## config.mk

```make
export PLATFORM = sky130hd
export DESIGN_NAME = carry_chain_diff_serial_flat
export DESIGN_NICKNAME = d
export VERILOG_FILES = /design/src/rtl/carry_chain_diff_serial_pkg.sv /design/src/rtl/carry_chain_diff_serial_if.sv /design/src/rtl/carry_chain_diff_serial_slice.sv /design/src/rtl/carry_chain_diff_serial.sv /design/src/flat_wrapper.sv
export SDC_FILE = /design/constraint.sdc
export NUM_CORES = 1
export LEC_CHECK = 0
export CAP_MARGIN = 20
export CORE_MARGIN = 2
export CORE_UTILIZATION = 46
export CTS_CLUSTER_DIAMETER = 40
export DETAILED_ROUTE_END_ITERATION = 10
export PLACE_DENSITY = 0.77
export SYNTH_ARGS = -nofsm -noshare
export SYNTH_HDL_FRONTEND = slang
export SYNTH_SLANG_ARGS = --single-unit
```

## constraint.sdc

```tcl
create_clock -name clk -period 3.41 [get_ports clk]
set_input_delay 0.5115 -clock clk [delete_from_list [all_inputs] [get_ports clk]]
set_output_delay 0.5115 -clock clk [all_outputs]
set_load 0.01 [all_outputs]
```

## src/rtl/carry_chain_diff_serial_pkg.sv

```systemverilog
// Shared definitions for the serial borrow-chain subtractor: slice width,
// FSM state encoding and the slice-index width helper.
package carry_chain_pkg;

  localparam int SLICE_W = 8;

  typedef enum logic [1:0] {
    IDLE = 2'd0,
    RUN  = 2'd1,
    DONE = 2'd2
  } state_t;

  // Width of the slice index for a W-bit operand; never narrower than 1 bit.
  function automatic int slice_idx_w(input int w);
    int n;
    n = $clog2(w / SLICE_W);
    return (n < 1) ? 1 : n;
  endfunction

endpackage

```

## src/rtl/carry_chain_diff_serial_if.sv

```systemverilog
// Operand/result bus for carry_chain_diff_serial. Both directions use
// valid/ready: a beat moves on a rising edge where valid && ready are high;
// the source holds its payload stable while valid is high and ready is low.
interface carry_chain_diff_serial_if #(
  parameter int W = 64
);
  import carry_chain_pkg::*;

  logic         in_valid;
  logic         in_ready;
  logic [W-1:0] a;
  logic [W-1:0] b;
  logic         b_in;
  logic         out_valid;
  logic         out_ready;
  logic [W-1:0] diff;
  logic         b_out;
  logic         zero;
  logic         ovf;
  state_t       dbg_state;

  modport master (
    output in_valid, a, b, b_in, out_ready,
    input  in_ready, out_valid, diff, b_out, zero, ovf, dbg_state
  );

  modport slave (
    input  in_valid, a, b, b_in, out_ready,
    output in_ready, out_valid, diff, b_out, zero, ovf, dbg_state
  );

endinterface

```

## src/rtl/carry_chain_diff_serial_slice.sv

```systemverilog
// One 8-bit slice of the borrow chain: {borrow_out, d} = a - b - borrow_in.
// Purely combinational; the top time-multiplexes a single instance.
module single_slice_borrow_gen
  import carry_chain_pkg::*;
(
  input  logic [SLICE_W-1:0] i_a,
  input  logic [SLICE_W-1:0] i_b,
  input  logic               i_borrow,
  output logic [SLICE_W-1:0] o_d,
  output logic               o_borrow
);

  logic [SLICE_W:0] w_full;

  // The extra MSB of the 9-bit difference is set exactly when the slice borrows.
  assign w_full   = {1'b0, i_a} - {1'b0, i_b} - {{SLICE_W{1'b0}}, i_borrow};
  assign o_d      = w_full[SLICE_W-1:0];
  assign o_borrow = w_full[SLICE_W];

endmodule

```

## src/rtl/carry_chain_diff_serial.sv

```systemverilog
// Multi-cycle W-bit subtractor: diff = a - b - b_in, one 8-bit slice per clock,
// LSB slice first. Define CARRY_CHAIN_DIFF_FLAGS_EN to build the zero/ovf flags.
module carry_chain_diff_serial
  import carry_chain_pkg::*;
#(
  parameter int W = 64
) (
  input  logic                      clk,
  input  logic                      rst_n,
  carry_chain_diff_serial_if.slave  bus
);

  localparam int N      = W / SLICE_W;
  localparam int KW     = slice_idx_w(W);
  localparam int SHIFT  = $clog2(SLICE_W);
  localparam logic [KW-1:0] K_LAST = KW'(N - 1);

  generate
    if ((W % SLICE_W) != 0 || W < SLICE_W) begin : g_bad_width
      $error("carry_chain_diff_serial: W must be a non-zero multiple of 8");
    end
  endgenerate

  state_t              r_state;
  logic [KW-1:0]       r_k;
  logic [W-1:0]        r_a;
  logic [W-1:0]        r_b;
  logic                r_borrow;
  logic [W-1:0]        r_diff;
  logic                r_b_out;
  logic                r_out_valid;

  logic [KW+SHIFT-1:0] w_base;
  logic [SLICE_W-1:0]  w_a_sl;
  logic [SLICE_W-1:0]  w_b_sl;
  logic [SLICE_W-1:0]  w_d;
  logic                w_borrow;
  logic                w_last;
  logic                w_accept;

  assign w_base   = {r_k, {SHIFT{1'b0}}};
  assign w_a_sl   = r_a[w_base +: SLICE_W];
  assign w_b_sl   = r_b[w_base +: SLICE_W];
  assign w_last   = (r_k == K_LAST);
  assign w_accept = (r_state == IDLE) && bus.in_valid;

  single_slice_borrow_gen u_slice (
    .i_a      (w_a_sl),
    .i_b      (w_b_sl),
    .i_borrow (r_borrow),
    .o_d      (w_d),
    .o_borrow (w_borrow)
  );

  always_ff @(posedge clk or negedge rst_n) begin
    if (!rst_n) begin
      r_state     <= IDLE;
      r_k         <= '0;
      r_a         <= '0;
      r_b         <= '0;
      r_borrow    <= 1'b0;
      r_diff      <= '0;
      r_b_out     <= 1'b0;
      r_out_valid <= 1'b0;
    end else begin
      case (r_state)
        IDLE: begin
          if (w_accept) begin
            r_a      <= bus.a;
            r_b      <= bus.b;
            r_borrow <= bus.b_in;
            r_k      <= '0;
            r_state  <= RUN;
          end
        end
        RUN: begin
          r_diff[w_base +: SLICE_W] <= w_d;
          r_borrow                  <= w_borrow;
          if (w_last) begin
            r_b_out     <= w_borrow;
            r_out_valid <= 1'b1;
            r_k         <= '0;
            r_state     <= DONE;
          end else begin
            r_k <= r_k + 1'b1;
          end
        end
        DONE: begin
          // Result stays frozen until the consumer takes it; new operands wait.
          if (bus.out_ready) begin
            r_out_valid <= 1'b0;
            r_state     <= IDLE;
          end
        end
        default: begin
          r_state     <= IDLE;
          r_k         <= '0;
          r_out_valid <= 1'b0;
        end
      endcase
    end
  end

`ifdef CARRY_CHAIN_DIFF_FLAGS_EN
  logic r_zero_acc;
  logic r_zero;
  logic r_ovf;

  // The accumulator runs during RUN; the published flags only change on the
  // last slice so they hold steady for the whole DONE phase.
  always_ff @(posedge clk or negedge rst_n) begin
    if (!rst_n) begin
      r_zero_acc <= 1'b0;
      r_zero     <= 1'b0;
      r_ovf      <= 1'b0;
    end else begin
      if (w_accept) begin
        r_zero_acc <= 1'b1;
      end else if (r_state == RUN) begin
        r_zero_acc <= r_zero_acc & (w_d == '0);
        if (w_last) begin
          r_zero <= r_zero_acc & (w_d == '0);
          r_ovf  <= (r_a[W-1] != r_b[W-1]) && (w_d[SLICE_W-1] != r_a[W-1]);
        end
      end
    end
  end

  assign bus.zero = r_zero;
  assign bus.ovf  = r_ovf;
`else
  assign bus.zero = 1'b0;
  assign bus.ovf  = 1'b0;
`endif

  assign bus.in_ready  = (r_state == IDLE);
  assign bus.out_valid = r_out_valid;
  assign bus.diff      = r_diff;
  assign bus.b_out     = r_b_out;
  assign bus.dbg_state = r_state;

endmodule
```

## src/flat_wrapper.sv

```systemverilog
// flat-port wrapper written by rule: the top's interface ports become plain ports
module carry_chain_diff_serial_flat import carry_chain_pkg::*;
#(
  parameter int W = 64
)
  (clk, rst_n, bus_in_valid, bus_a, bus_b, bus_b_in, bus_out_ready, bus_in_ready, bus_out_valid, bus_diff, bus_b_out, bus_zero, bus_ovf, bus_dbg_state);
  carry_chain_diff_serial_if #(.W(W)) bus_i ();
  input  logic clk;
  input  logic rst_n;
  input wire logic [$bits(bus_i.in_valid)-1:0] bus_in_valid;
  input wire logic [$bits(bus_i.a)-1:0] bus_a;
  input wire logic [$bits(bus_i.b)-1:0] bus_b;
  input wire logic [$bits(bus_i.b_in)-1:0] bus_b_in;
  input wire logic [$bits(bus_i.out_ready)-1:0] bus_out_ready;
  output wire logic [$bits(bus_i.in_ready)-1:0] bus_in_ready;
  output wire logic [$bits(bus_i.out_valid)-1:0] bus_out_valid;
  output wire logic [$bits(bus_i.diff)-1:0] bus_diff;
  output wire logic [$bits(bus_i.b_out)-1:0] bus_b_out;
  output wire logic [$bits(bus_i.zero)-1:0] bus_zero;
  output wire logic [$bits(bus_i.ovf)-1:0] bus_ovf;
  output wire logic [$bits(bus_i.dbg_state)-1:0] bus_dbg_state;
  assign bus_i.in_valid = bus_in_valid;
  assign bus_i.a = bus_a;
  assign bus_i.b = bus_b;
  assign bus_i.b_in = bus_b_in;
  assign bus_i.out_ready = bus_out_ready;
  assign bus_in_ready = bus_i.in_ready;
  assign bus_out_valid = bus_i.out_valid;
  assign bus_diff = bus_i.diff;
  assign bus_b_out = bus_i.b_out;
  assign bus_zero = bus_i.zero;
  assign bus_ovf = bus_i.ovf;
  assign bus_dbg_state = bus_i.dbg_state;
  carry_chain_diff_serial #(.W(W)) u_core (.clk(clk), .rst_n(rst_n), .bus(bus_i));
endmodule
```

==> flow_metrics.env, run 1 <==
export IMPL_drive_above_1_share_pct=27.0
export IMPL_worst_slew_pin_slew_ps=727
export IMPL_synth_edff_count=0
export IMPL_synth_area_mm2=0.00914
export IMPL_status="complete, no violations"
export IMPL_drtAntennaViolNets=0
export IMPL_yosys_warnings=0
export IMPL_die_area_mm2=0.0210
export IMPL_grtUsageTotal_pct=22.3
export IMPL_synth_area_top_cells="dfrtp_1, mux2_2, mux4_2, nand2_1, ha_1"
export IMPL_netlist_instances=698
export IMPL_crit_type="reg -> reg"
export IMPL_hp_class="in -> async"
export IMPL_drt_vias_per_instance=5.34
export IMPL_io_pins=204
export IMPL_area_growth_pct=34.5
export IMPL_root_buffer="clkbuf_16"
export IMPL_final_setup_worst_slack_ps=122
export IMPL_drtPass1Iterations=5
export IMPL_overflow=0
export IMPL_cts_sinks=200
export IMPL_slew_headroom_pct=51.5
export IMPL_yosysMostFrequentCell="dfrtp_1"
export IMPL_cap_violations=0
export IMPL_clock_path_buffers=2
export IMPL_cp_required_ps=3760
export IMPL_yosys_top_cells_count="dfrtp_1, mux2_2, nand2_1, o21ai_0, mux4_2"
export IMPL_drtIter0Drc=397
export IMPL_cts_tree="yes"
export IMPL_cp_max_fo=7
export IMPL_synth_distinct_cells=51
export IMPL_rows=51
export IMPL_diodes=0
export IMPL_ys_seq_elements=200
export IMPL_clock_skew_final_ps=9.85
export IMPL_nNetsFinal=1062
export IMPL_synth_largest_area_cell="dfrtp_1"
export IMPL_placed_cell_area_mm2=0.0116
export IMPL_grt_max_degree=101
export IMPL_synth_async_reset_ratio_pct=100
export IMPL_hold_viol_final=0
export IMPL_num_fill_cells=1530
export IMPL_cts_hold_buf=0
export IMPL_hpwl_mm=16.8
export IMPL_port_buffers=201
export IMPL_clkLatencyLatePin_ps=430
export IMPL_setup_violations=0
export IMPL_finalCritPeriodShare_pct=96.4
export IMPL_syn_area_per_cell_um2=13.1
export IMPL_design_core_area_mm2=0.0195
export IMPL_place_ws_ps=12.3
export IMPL_period_minus_slack_ps=3290
export IMPL_end_kind="register"
export IMPL_clk_pin_slew_worst_paths_ps=70
export IMPL_antenna_found_initial=3
export IMPL_drc=0
export IMPL_synthFlopType="dfrtp_1"
export IMPL_synth_top_cell_area_share_pct=54.8
export IMPL_gp_congestion=0.865
export IMPL_final_max_slew_viol_count=0
export IMPL_totalWireLength_mm=22.7
export IMPL_setup_worst_path_start_class="register"
export IMPL_max_freq_mhz=304
export IMPL_final_area_mm2=0.0123
export IMPL_fin_tns_setup_ps=0
export IMPL_chipWidth_um=145
export IMPL_routedWlPerCell_um=19.1
export IMPL_vias=6336
export IMPL_die_h_um=145
export IMPL_seq_area_frac_synth_pct=54.8
export IMPL_start_util_pct=46.9
export IMPL_numCtsBuffers=17
export IMPL_crit_arrival_ps=3640
export IMPL_grt_pass1_wl_mm=36.5
export IMPL_ctsHtreeMaxLevel=4
export IMPL_grt_pass1_vias=6617
export IMPL_final_core_util_pct=63.2
metal layers:
layer	up-vias	routed length, um	GRT usage [%]
li1	2928	-	-
met1	3173	10400	31.3
met2	208	10600	35.3
met3	23	1400	5.57
met4	4	269	4.95
met5	-	26	0
cells by family after synthesis:
logic type	Yosys count	synth area share, %
simple gates	155	7.34
fa+ha+maj	21	3.04
buf+inv	58	2.68
mux	173	25.2
other cells	1	0.0411
flops	200	54.8
xor+xnor	3	0.370
compound gates	87	6.53
stage by stage:
stage	std cells	hold WS [ps]
finish	1186	132
floorplan	699	216
global placement	1148	460
global route	1186	190
detailed placement	1148	466
CTS	1179	159
critical path, cell delays in order (launching register included):
cell and delay (ps):
dfrtp_2 460, buf_12 160, buf_4 110, mux4_2 480
mux2i_1 210, ha_1 260, inv_1 90, ha_4 220
a21bo_2 210, a21oi_2 80, o2111a_1 270, or4_1 470
a31oi_1 170
cell type report:
| cell class | count | area (um^2) | share of cell area [%] |
|---|---|---|---|
| clock buffers | 19 | 453 | 3.69 |
| inverters | 21 | 78.8 | 0.641 |
| repair buffers | 227 | 2300 | 18.7 |
| flip-flops and latches | 200 | 5010 | 40.7 |
| clock inverters | 13 | 138 | 1.12 |
| well taps | 265 | 332 | 2.70 |
| multi-input cells | 441 | 3980 | 32.4 |
what timing repair did:
item / 4_1_cts / 5_1_grt
setup endpoints to repair: 2 / 27
gates cloned: 0 / 1
buffers inserted: 0 / 6
gates resized for setup: 1 / 12
state kept, by name (all words and copies together), names as in the netlist:
signal / count
u_core.bus.diff: 64
u_core.r_a: 64
u_core.r_b: 64
u_core.r_k: 3
u_core.bus.dbg_state: 2
u_core.bus.b_out: 1
u_core.bus.out_valid: 1
u_core.r_borrow: 1
cells in the final DEF (no fill, tap or decap), drive strengths merged, types with 15 or more instances in the layout:
| master | n |
|---|---|
| dfrtp | 200 |
| mux4 | 32 |
| o21ai | 36 |
| inv | 26 |
| buf | 25 |
| clkdlybuf4s50 | 200 |
| o31ai | 24 |
| clkbuf | 21 |
| ha | 19 |
| nand2 | 107 |
| mux2 | 133 |
| nor2 | 15 |
path summary, 6_finish.rpt:
path	from	endpoint	slack (ps)	depth (start not counted)
worst max-delay path	u_core.r_k[0]$_DFFE_PN0P_	u_core.bus.b_out$_DFFE_PN0P_	120	12
worst min-delay path	rst_n	u_core.r_b[50]$_DFFE_PN0P_	130	1
worst max register to register	u_core.r_k[0]$_DFFE_PN0P_	u_core.bus.b_out$_DFFE_PN0P_	120	12
worst min register to register	u_core.bus.diff[9]$_DFFE_PN0P_	u_core.bus.diff[9]$_DFFE_PN0P_	480	2
max in group asynchronous	rst_n	u_core.r_a[43]$_DFFE_PN0P_	2350	2
min in group clk	u_core.bus.diff[9]$_DFFE_PN0P_	u_core.bus.diff[9]$_DFFE_PN0P_	480	2
Power of run 1 is left out: the tool's default activity adds up to more than one toggle a clock period on the data nets, which glitch-free logic cannot reach.
==> inputs of run 2 (changes only) <==
--- a/config.mk
+++ b/config.mk
@@ -9,6 +9,7 @@
 export CORE_MARGIN = 2
 export CORE_UTILIZATION = 46
 export CTS_CLUSTER_DIAMETER = 40
+export CTS_CLUSTER_SIZE = 8
 export DETAILED_ROUTE_END_ITERATION = 10
 export PLACE_DENSITY = 0.77
 export SYNTH_ARGS = -nofsm -noshare
==> results of run 2 <==
No change in the layout: final DEF, timing and power equal those of run 1.
Power of run 2 is left out for the same reason.
==> RTL edit: new RTL, settings of run 2 <==
Add a define of `CARRY_CHAIN_DIFF_FLAGS_EN`.
--- a/src/rtl/carry_chain_diff_serial.sv
+++ b/src/rtl/carry_chain_diff_serial.sv
@@ -1,5 +1,7 @@
 // Multi-cycle W-bit subtractor: diff = a - b - b_in, one 8-bit slice per clock,
 // LSB slice first. Define CARRY_CHAIN_DIFF_FLAGS_EN to build the zero/ovf flags.
+`define CARRY_CHAIN_DIFF_FLAGS_EN
+
 module carry_chain_diff_serial
   import carry_chain_pkg::*;
 #(
Formal check against the unedited RTL: not equivalent (Yosys sat finds a counterexample within 10 cycles, from zero or initial values and one cycle with rst_n low).
==> RTL edit against run 2 <==
  * Area after synthesis increased by 1.4%
  * Setup slack got worse by 34 ps
  * Cell area rose by 5.6%
  * Sequential cell count grew 3
  * Worst hold slack better by 17 ps
  * Count of clock-buffer cells in the layout increased by 26
  * Wire length increased by 3.5%
  * Largest cell class unchanged
Power is left out: the tool's default activity adds up to more than one toggle a clock period on the data nets, which glitch-free logic cannot reach.
==> RTL edit: results (changes against run 2) <==
| Metric | Value |
|---|---|
| Status | `completed` |
| DP HPWL | `16.4 mm (-2.6%)` |
| Worst setup EP type | `flip-flop` |
| Worst Skew | `13.8 ps (+3.98 ps)` |
| R2R setup slack | `90 ps (-30 ps)` |
| Main area contributors after synthesis | `dfrtp_1, mux2_2, mux4_2, nand2_1, ha_1` |
| Seq/Total Area, Yosys | `54.9% (+0.078 points)` |
| Final std cells w/o fill | `1228 (+3.5%)` |
| Max Used Layer | `met5` |
| Worst-margin pin slew | `952 ps (+224 ps)` |
| Slowest cell on crit path | `mux4_2` |
| Port bufs | `203 (+1.0%)` |
| Detailed Route WL | `23.5 mm (+3.5%)` |
| Gr usage total | `22.0% (-0.29 points)` |
| RePlAce Congestion | `0.862 (-0.39%)` |
| Critical Path Max Stage Delay | `500 ps (+20 ps)` |
| Post-synth ARST share | `100% (unchanged)` |
| DR WL met2 | `11.7 mm (+10%)` |
| Met1 WL | `9.78 mm (-5.9%)` |
| 1st-iter DRT viols | `328 (-17%)` |
| Reg-to-reg critical path endpoint | `u_core.r_zero_acc$_DFFE_PN0P_` |
| Pre-Repair DR Iteration Count | `4 (-1)` |
| Worst R2R Path Depth | `14 (+2)` |
| Placed cell count | `1163 (+1.3%)` |
| WL met3 | `1.48 mm (+5.4%)` |
| Share of cells above drive strength 1 | `29.1% (+2.1 points)` |
| Nets | `1101 (+3.7%)` |
| Reg clk slew, reported paths | `50 ps (-20 ps)` |
| Initial antenna violation count | `3 (unchanged)` |
| Syn Inst Count | `714 (+2.3%)` |
| Via count | `6578 (+3.8%)` |
| Vias in the first global route | `6809 (+2.9%)` |
| Largest net degree at the start of global routing | `133 (+32%)` |
| Post-DP Area | `0.0117 mm² (+1.3%)` |
| Clk Tree Root Cell | `clkbuf_16` |
| Number of synthesized flops with an enable pin | `0 (unchanged)` |
| CTS buffer count | `34 (+17)` |
| Clk buf depth | `3 (+1)` |
| Worst Path Arrival | `3710 ps (+70 ps)` |
| First-pass GRT wire length | `36.8 mm (+0.96%)` |
| CP startpoint | `u_core.r_k[0]$_DFFE_PN0P_` |
| Synth cell types | `50 (-2.0%)` |
| Synth warn | `0 (unchanged)` |
| Synth cell count leaders | `dfrtp_1, mux2_2, nand2_1` |
| H-tree Lvls | `2 (-2)` |
| Worst skew pair latency | `490 ps (+60 ps)` |
| DRC violations left | `0 (unchanged)` |
-- RTL edit: changes by cell type after synthesis, sizes merged, moves of 4 or more --
cell and change:
o21ai +4, buf -19, nand3 -5, clkbuf +22, nand2 +4, o41ai -5, mux2 +4
-- RTL edit: logic make-up after synthesis --
group           count (synthesis)  synth area share [%]
fa+ha+maj                      21                  3.00
simple gates                  159                  7.46
flops                         203                  54.9
buf+inv                        59                  2.47
compound gates                 86                  5.96
mux                           177                  25.3
xor+xnor                        9                 0.933
-- RTL edit: final cells by class --
cell class                 count  area, µm²
fill                        1452       6610
timing repair buffer         237       2400
multi-input combinational    452       4110
inverter                      19       71.3
tap                          265        332
sequential                   203       5080
clock buffer                  45        953
antenna                        2       5.00
clock inverter                 5       33.8
-- RTL edit: critical path: cells and delay by family (launching register included) --
kind            cells  cell delay, ps
compound gates      4             840
xor+xnor            1             170
fa+ha+maj           2             530
buf+inv             3             380
flops               1             390
mux                 1             500
simple gates        3             400
-- RTL edit: stage by stage --
stage                     TNS [ps]  util [%]  setup WS (ps)  hold WS (ps)
after floorplan                  0         -           24.5           216
after global placement           0      59.8           33.8           462
after detailed placement      -133      59.8          -49.5           470
after CTS                        0      64.9           24.5           178
after global routing          -327      66.2          -51.0           217
final                            0      66.3           87.9           149
-- RTL edit: repair_timing --
action | CTS | global route
gates resized for setup | 3 | 32
endpoints found under the setup margin | 10 | 26
gates cloned | 0 | 1
setup buffers | 0 | 12
pin swaps | 0 | 8
-- RTL edit: layer usage --
layer  up-vias  global-route usage (%)
li1       3032                       -
met4         2                    6.72
met1      3276                    28.8
met2       222                    36.6
met5         -                       0
met3        46                    5.17
